===== src/rtl/cmd_script_seq.sv =====
// ---------------------------------------------------------------------------
// cmd_script_seq
//
// Plays a short script of 16-bit command words to a remote-comm transmitter.
// Each command is sent with a one-cycle send_cmd strobe. The sequencer then
// waits for the transmitter to report cmd_sent, and afterwards for a response
// byte that must equal ACK_BYTE. Each of the two waits is bounded by
// TIMEOUT_CYC cycles. A script is 0..16 words long, and the words are held in
// a 16x16 memory that is loaded through the wr_* port while the sequencer is
// not busy.
//
// Parameters
//   TIMEOUT_CYC : cycles allowed in each wait state before a timeout
//   ACK_BYTE    : the only response byte accepted as an acknowledge
//
// Ports
//   clk, rst        : clock, asynchronous active-high reset
//   wr_en/addr/data : script memory write port (ignored while busy)
//   num_cmds        : script length, values above 16 are clamped to 16
//   start, abort    : begin a script (in IDLE only) / abandon a running one
//   cmd, send_cmd   : command word and one-cycle transmit request
//   cmd_sent        : transmitter has finished sending the command
//   resp_rdy, resp  : response byte strobe and value
//   busy, done, err : status flags; done/err are sticky until the next start
//   err_code        : 0 none, 1 sent timeout, 2 resp timeout, 3 bad resp,
//                     4 abort
//   cur_idx         : index of the current command, or the last one
//
// Build option
//   CMD_SEQ_RETRY_EN : when defined, the first failure on a command re-sends
//                      that command once. A second failure on the same
//                      command ends the script with an error. An abort is
//                      never retried.
// ---------------------------------------------------------------------------
module cmd_script_seq #(
    parameter int unsigned TIMEOUT_CYC = 2560000,
    parameter logic [7:0]  ACK_BYTE    = 8'hA5
) (
    input  logic        clk,
    input  logic        rst,
    input  logic        wr_en,
    input  logic [3:0]  wr_addr,
    input  logic [15:0] wr_data,
    input  logic [4:0]  num_cmds,
    input  logic        start,
    input  logic        abort,
    output logic [15:0] cmd,
    output logic        send_cmd,
    input  logic        cmd_sent,
    input  logic        resp_rdy,
    input  logic [7:0]  resp,
    output logic        busy,
    output logic        done,
    output logic        err,
    output logic [2:0]  err_code,
    output logic [3:0]  cur_idx
);

    // The timeout counter is never narrower than 22 bits, so the default
    // TIMEOUT_CYC fits.
    localparam int unsigned TMO_W =
        ($clog2(TIMEOUT_CYC + 1) > 22) ? $clog2(TIMEOUT_CYC + 1) : 22;
    localparam logic [TMO_W-1:0] TMO_LAST = TMO_W'(TIMEOUT_CYC - 1);

    typedef enum logic [2:0] {
        IDLE      = 3'd0,
        SEND      = 3'd1,
        WAIT_SENT = 3'd2,
        WAIT_RESP = 3'd3,
        NEXT      = 3'd4,
        FIN       = 3'd5
    } state_t;

    logic [15:0]      mem_r [16];
    state_t           state_r;
    logic [TMO_W-1:0] tmo_r;
    logic [4:0]       len_r;
`ifdef CMD_SEQ_RETRY_EN
    logic             retry_used_r;
`endif

    logic [4:0]       len_s;
    logic [4:0]       idx_next_s;
    logic             last_s;
    logic             tmo_hit_s;
    logic             running_s;
    logic             fail_s;
    logic             retry_s;
    logic [2:0]       fail_code_s;

    // Script memory. It has no reset, so a reset does not clear the stored script.
    always_ff @(posedge clk) begin
        if (wr_en && !busy) begin
            mem_r[wr_addr] <= wr_data;
        end
    end

    // Decode the failure events, the last-command test and the retry decision.
    always_comb begin
        len_s       = (num_cmds > 5'd16) ? 5'd16 : num_cmds;
        idx_next_s  = {1'b0, cur_idx} + 5'd1;
        last_s      = (idx_next_s == len_r);
        tmo_hit_s   = (tmo_r == TMO_LAST);
        running_s   = 1'b0;
        fail_s      = 1'b0;
        fail_code_s = 3'd0;
        case (state_r)
            SEND, NEXT: begin
                running_s = 1'b1;
            end
            WAIT_SENT: begin
                running_s = 1'b1;
                // A cmd_sent that arrives on the final cycle still counts as success.
                if (!cmd_sent && tmo_hit_s) begin
                    fail_s      = 1'b1;
                    fail_code_s = 3'd1;
                end else begin
                    fail_s      = 1'b0;
                    fail_code_s = 3'd0;
                end
            end
            WAIT_RESP: begin
                running_s = 1'b1;
                if (resp_rdy) begin
                    if (resp != ACK_BYTE) begin
                        fail_s      = 1'b1;
                        fail_code_s = 3'd3;
                    end else begin
                        fail_s      = 1'b0;
                        fail_code_s = 3'd0;
                    end
                end else if (tmo_hit_s) begin
                    fail_s      = 1'b1;
                    fail_code_s = 3'd2;
                end else begin
                    fail_s      = 1'b0;
                    fail_code_s = 3'd0;
                end
            end
            default: begin
                running_s = 1'b0;
            end
        endcase
`ifdef CMD_SEQ_RETRY_EN
        retry_s = fail_s & ~retry_used_r;
`else
        retry_s = 1'b0;
`endif
    end

    // Sequencer FSM. It drives all registered outputs and the timeout counter.
    always_ff @(posedge clk or posedge rst) begin
        if (rst) begin
            state_r      <= IDLE;
            cmd          <= 16'h0000;
            send_cmd     <= 1'b0;
            busy         <= 1'b0;
            done         <= 1'b0;
            err          <= 1'b0;
            err_code     <= 3'd0;
            cur_idx      <= 4'd0;
            tmo_r        <= '0;
            len_r        <= 5'd0;
`ifdef CMD_SEQ_RETRY_EN
            retry_used_r <= 1'b0;
`endif
        end else begin
            send_cmd <= 1'b0;
            // Abort outranks every other event. It applies only while a script
            // runs, so it cannot turn a finished script into an error.
            if (running_s && abort) begin
                state_r  <= FIN;
                busy     <= 1'b0;
                err      <= 1'b1;
                err_code <= 3'd4;
            end else if (retry_s) begin
                state_r      <= SEND;
                cmd          <= mem_r[cur_idx];
                send_cmd     <= 1'b1;
`ifdef CMD_SEQ_RETRY_EN
                retry_used_r <= 1'b1;
`endif
            end else if (fail_s) begin
                state_r  <= FIN;
                busy     <= 1'b0;
                err      <= 1'b1;
                err_code <= fail_code_s;
            end else begin
                case (state_r)
                    IDLE: begin
                        if (start) begin
                            done     <= 1'b0;
                            err      <= 1'b0;
                            err_code <= 3'd0;
                            cur_idx  <= 4'd0;
                            len_r    <= len_s;
                            tmo_r    <= '0;
                            if (len_s == 5'd0) begin
                                state_r <= FIN;
                                done    <= 1'b1;
                            end else begin
                                state_r      <= SEND;
                                cmd          <= mem_r[4'd0];
                                send_cmd     <= 1'b1;
                                busy         <= 1'b1;
`ifdef CMD_SEQ_RETRY_EN
                                retry_used_r <= 1'b0;
`endif
                            end
                        end
                    end
                    SEND: begin
                        state_r <= WAIT_SENT;
                        tmo_r   <= '0;
                    end
                    WAIT_SENT: begin
                        if (cmd_sent) begin
                            state_r <= WAIT_RESP;
                            tmo_r   <= '0;
                        end else begin
                            tmo_r <= tmo_r + 1'b1;
                        end
                    end
                    WAIT_RESP: begin
                        // A bad byte is handled by fail_s, so only an ACK reaches here.
                        if (resp_rdy) begin
                            state_r <= NEXT;
                        end else begin
                            tmo_r <= tmo_r + 1'b1;
                        end
                    end
                    NEXT: begin
                        if (last_s) begin
                            state_r <= FIN;
                            busy    <= 1'b0;
                            done    <= 1'b1;
                        end else begin
                            state_r      <= SEND;
                            cur_idx      <= idx_next_s[3:0];
                            cmd          <= mem_r[idx_next_s[3:0]];
                            send_cmd     <= 1'b1;
`ifdef CMD_SEQ_RETRY_EN
                            retry_used_r <= 1'b0;
`endif
                        end
                    end
                    FIN: begin
                        state_r <= IDLE;
                    end
                    default: begin
                        state_r <= IDLE;
                        busy    <= 1'b0;
                    end
                endcase
            end
        end
    end

endmodule


===== config.mk =====
export PLATFORM = sky130hd
export DESIGN_NAME = cmd_script_seq
export DESIGN_NICKNAME = d
export VERILOG_FILES = /design/src/rtl/cmd_script_seq.sv
export SDC_FILE = /design/constraint.sdc
export NUM_CORES = 1
export LEC_CHECK = 0
export CAP_MARGIN = 20
export CORE_MARGIN = 5
export CORE_UTILIZATION = 60
export CTS_BUF_LIST = sky130_fd_sc_hd__clkbuf_4 sky130_fd_sc_hd__clkbuf_8 sky130_fd_sc_hd__clkbuf_16
export DETAILED_ROUTE_END_ITERATION = 8
export PLACE_DENSITY_LB_ADDON = 0.3
export SETUP_SLACK_MARGIN = 0.1
export SYNTH_ARGS = -nofsm -noshare
export SYNTH_HDL_FRONTEND = slang
export SYNTH_SLANG_ARGS = --single-unit

===== constraint.sdc =====
create_clock -name clk -period 3.25 [get_ports clk]
set_input_delay 0.8125 -clock clk [delete_from_list [all_inputs] [get_ports clk]]
set_output_delay 0.8125 -clock clk [all_outputs]
set_load 0.03 [all_outputs]

==> flow_metrics.tcl <==
set metrics [dict create \
    numClockSinks 313 \
    fin_skew_ns 0.0120 \
    p_leak_nw 5.07 \
    finalMaxSlewViolations 0 \
    timing.critical_path.fanout_max 68 \
    final_common_cell "edfxtp_1" \
    die_y_um 157 \
    gr-total-overflow 0 \
    first_iter_violations 718 \
    hold_buffers 0 \
    hold_violations 0 \
    io_pins 67 \
    period_needed_ns 2.98 \
    final_nets 901 \
    worstPathArrival_ns 2.16 \
    worst_slew_pin_slew_ns 0.665 \
    tns_ns 0 \
    synth.net_count 809 \
    final_util_pct 71.9 \
    crit_path_end_kind "output port" \
    worstPathRequired_ns 2.44 \
    path_clk_slew_ns 0.06 \
    dieWidth_um 157 \
    maxCapViolations 0 \
    preCtsSetupSlack_ns 0.302 \
    netlist_top_cells_area "edfxtp_1, mux4_2, dfrtp_1" \
    max-slew-margin-rel_pct 55.6 \
    h-tree-depth 1 \
    via_per_inst 6.37 \
    coreArea_mm2 0.0212 \
    grt_max_degree 69 \
    synth_top_area_share_pct 59.2 \
    startpoint_type "register" \
    synth.avg_cell_area_um2 16.9 \
    first_global_vias 7525 \
    portBuffers 66 \
    synth-main-ff-cell "edfxtp_1" \
    dp_hpwl_mm 16.4 \
    outcome "finished, final reports clean" \
    setup_ws_ns 0.273 \
    area.growth.synth_to_final_pct 17.0 \
    antenna_left 0 \
    rsz0062_at_grt "no" \
    grt_antenna_before_repair 0 \
    synth-seq-cells 313 \
    clockBufferDepth 3 \
    synthCells 767 \
    gpl.final_weighted_congestion 0.806 \
    rows 53 \
    finalSetupViolations 0 \
    clock.fmax_ghz 0.336 \
    post_drt_wl_per_cell_um 23.7 \
    cts_made_buffers 31 \
    totalWireLength_mm 27.5 \
    synth_largest_area_cell "edfxtp_1" \
    grt_pass1_wl_mm 42.9 \
    path_class "register to output port" \
    final_cell_mix "edfxtp_1, clkdlybuf4s50_1, mux4_2, dfrtp_1" \
    cts_root_buf "clkbuf_16" \
    first_pass_iters 5 \
    async_flop_share_pct 18.2 \
    synth.cell_area_mm2 0.0130 \
    fill_cells 1244 \
    drive_gt1_share_pct 19.8 \
    grt_usage_pct 22.6 \
    min_path_type "register to register" \
    holdWs_ns 0.492 \
    synth_edf_count 256 \
    vias 7381 \
    cts_tree "built" \
    yosysSeqAreaShare_pct 70.1 \
    die_area_mm2 0.0247 \
    initial_utilization_pct 61.4 \
    synth_cell_type_count 57 \
    period_share_pct 91.6 \
    yosysWarnings 0 \
    clk_latency_ns 0.56 \
    route.detailed.drc 0 \
    n_antenna_cell 0 \
    peakVddDrop_mv 0.429 \
    cellPowerDensity_mw_per_mm2 745 \
]
==> final cells by class <==
class	instances	area (um^2)	share of cell area (%)
flip-flops and latches	313	9120	60.0
multi-input cells	402	3690	24.3
repair buffers	97	951	6.26
clock buffers	37	821	5.40
well taps	275	344	2.26
clock inverters	20	226	1.49
inverters	14	52.6	0.346
==> synthesized netlist by cell type (3+ instances only) <==
cell	number
edfxtp_1	256
mux4_2	64
dfrtp_1	57
nor3_1	41
nor2_1	37
o21ai_0	37
mux2i_1	34
nand2_1	25
clkbuf_1	21
a211o_1	17
a21oi_1	17
mux2_2	17
nand3_1	15
inv_1	14
buf_2	12
nand4_1	12
a31oi_1	10
nand2b_1	9
nor2b_1	5
o31ai_1	5
or3_1	5
and3_1	4
o211ai_1	4
and2_1	3
xnor2_1	3
xor2_1	3
==> worst max-delay path: stages, from the launching register on <==
cell and delay (ns):
dfrtp_4 0.44, buf_16 0.39, clkdlybuf4s50_1 0.78
==> worst paths after layout <==
| path | start | to | slack [ns] | cells after the start |
|---|---|---|---|---|
| min in group asynchronous | rst | tmo_r[17] | 0.69 | 2 |
| setup / recovery | cur_idx[0] | cur_idx[0] | 0.27 | 2 |
| setup reg to reg | cur_idx[0] | cmd[2] | 0.55 | 7 |
| max in group asynchronous | rst | cur_idx[0] | 1.94 | 3 |
| hold / removal | tmo_r[21] | tmo_r[21] | 0.49 | 1 |
| hold reg to reg | tmo_r[21] | tmo_r[21] | 0.49 | 1 |
==> power by group <==
part	leakage, nW	switching [W]	internal [W]	total, W
sequential	3.05	0.000208	0.00461	0.00482
combinational	1.51	0.00156	0.00133	0.00289
clock	0.510	0.00143	0.00219	0.00362
total	5.07	0.00320	0.00813	0.0113
==> metal layers <==
metal	GRT usage, %	wire [um]
met1	32.0	11000
met2	38.3	13800
met3	3.02	2160
met4	5.16	533
met5	0	0
==> sequential cells by signal, indices dropped and copies added, names as in the netlist <==
register and flops:
busy 1, cmd 16, cur_idx 4, done 1
err 1, err_code 3, len_r 5, mem_r 256
send_cmd 1, state_r 3, tmo_r 22
==> cell families (layout without fill, tap and decap cells) <==
family                     Yosys count  count (layout)  synth area share, %
and+or+nand+nor                    169             169                 6.74
xor gates and xnor gates             7               7                0.530
DFF                                313             313                 70.1
adders and majority gates            2               2                0.193
AOI/OAI and AO/OA                  109             109                 5.49
muxes                              115             115                 15.2
buffers and inverters               52             168                 1.74
==> repair_timing <==
| action | 4_1_cts | 5_1_grt |
|---|---|---|
| endpoints found under the setup margin | 0 | 1 |
| gates resized for setup | 0 | 1 |
| buffers inserted | 0 | 0 |
==> metrics by stage <==
step | power, W | area, um^2 | std cells
after floorplan | 0.00688 | 13000 | 767
after global placement | 0.00769 | 14100 | 1101
after detailed placement | 0.00777 | 14100 | 1101
after CTS | 0.0114 | 15200 | 1158
after global routing | 0.0118 | 15200 | 1158
final | 0.0113 | 15200 | 1158
Note: power is estimated with default switching activity, not from simulation.
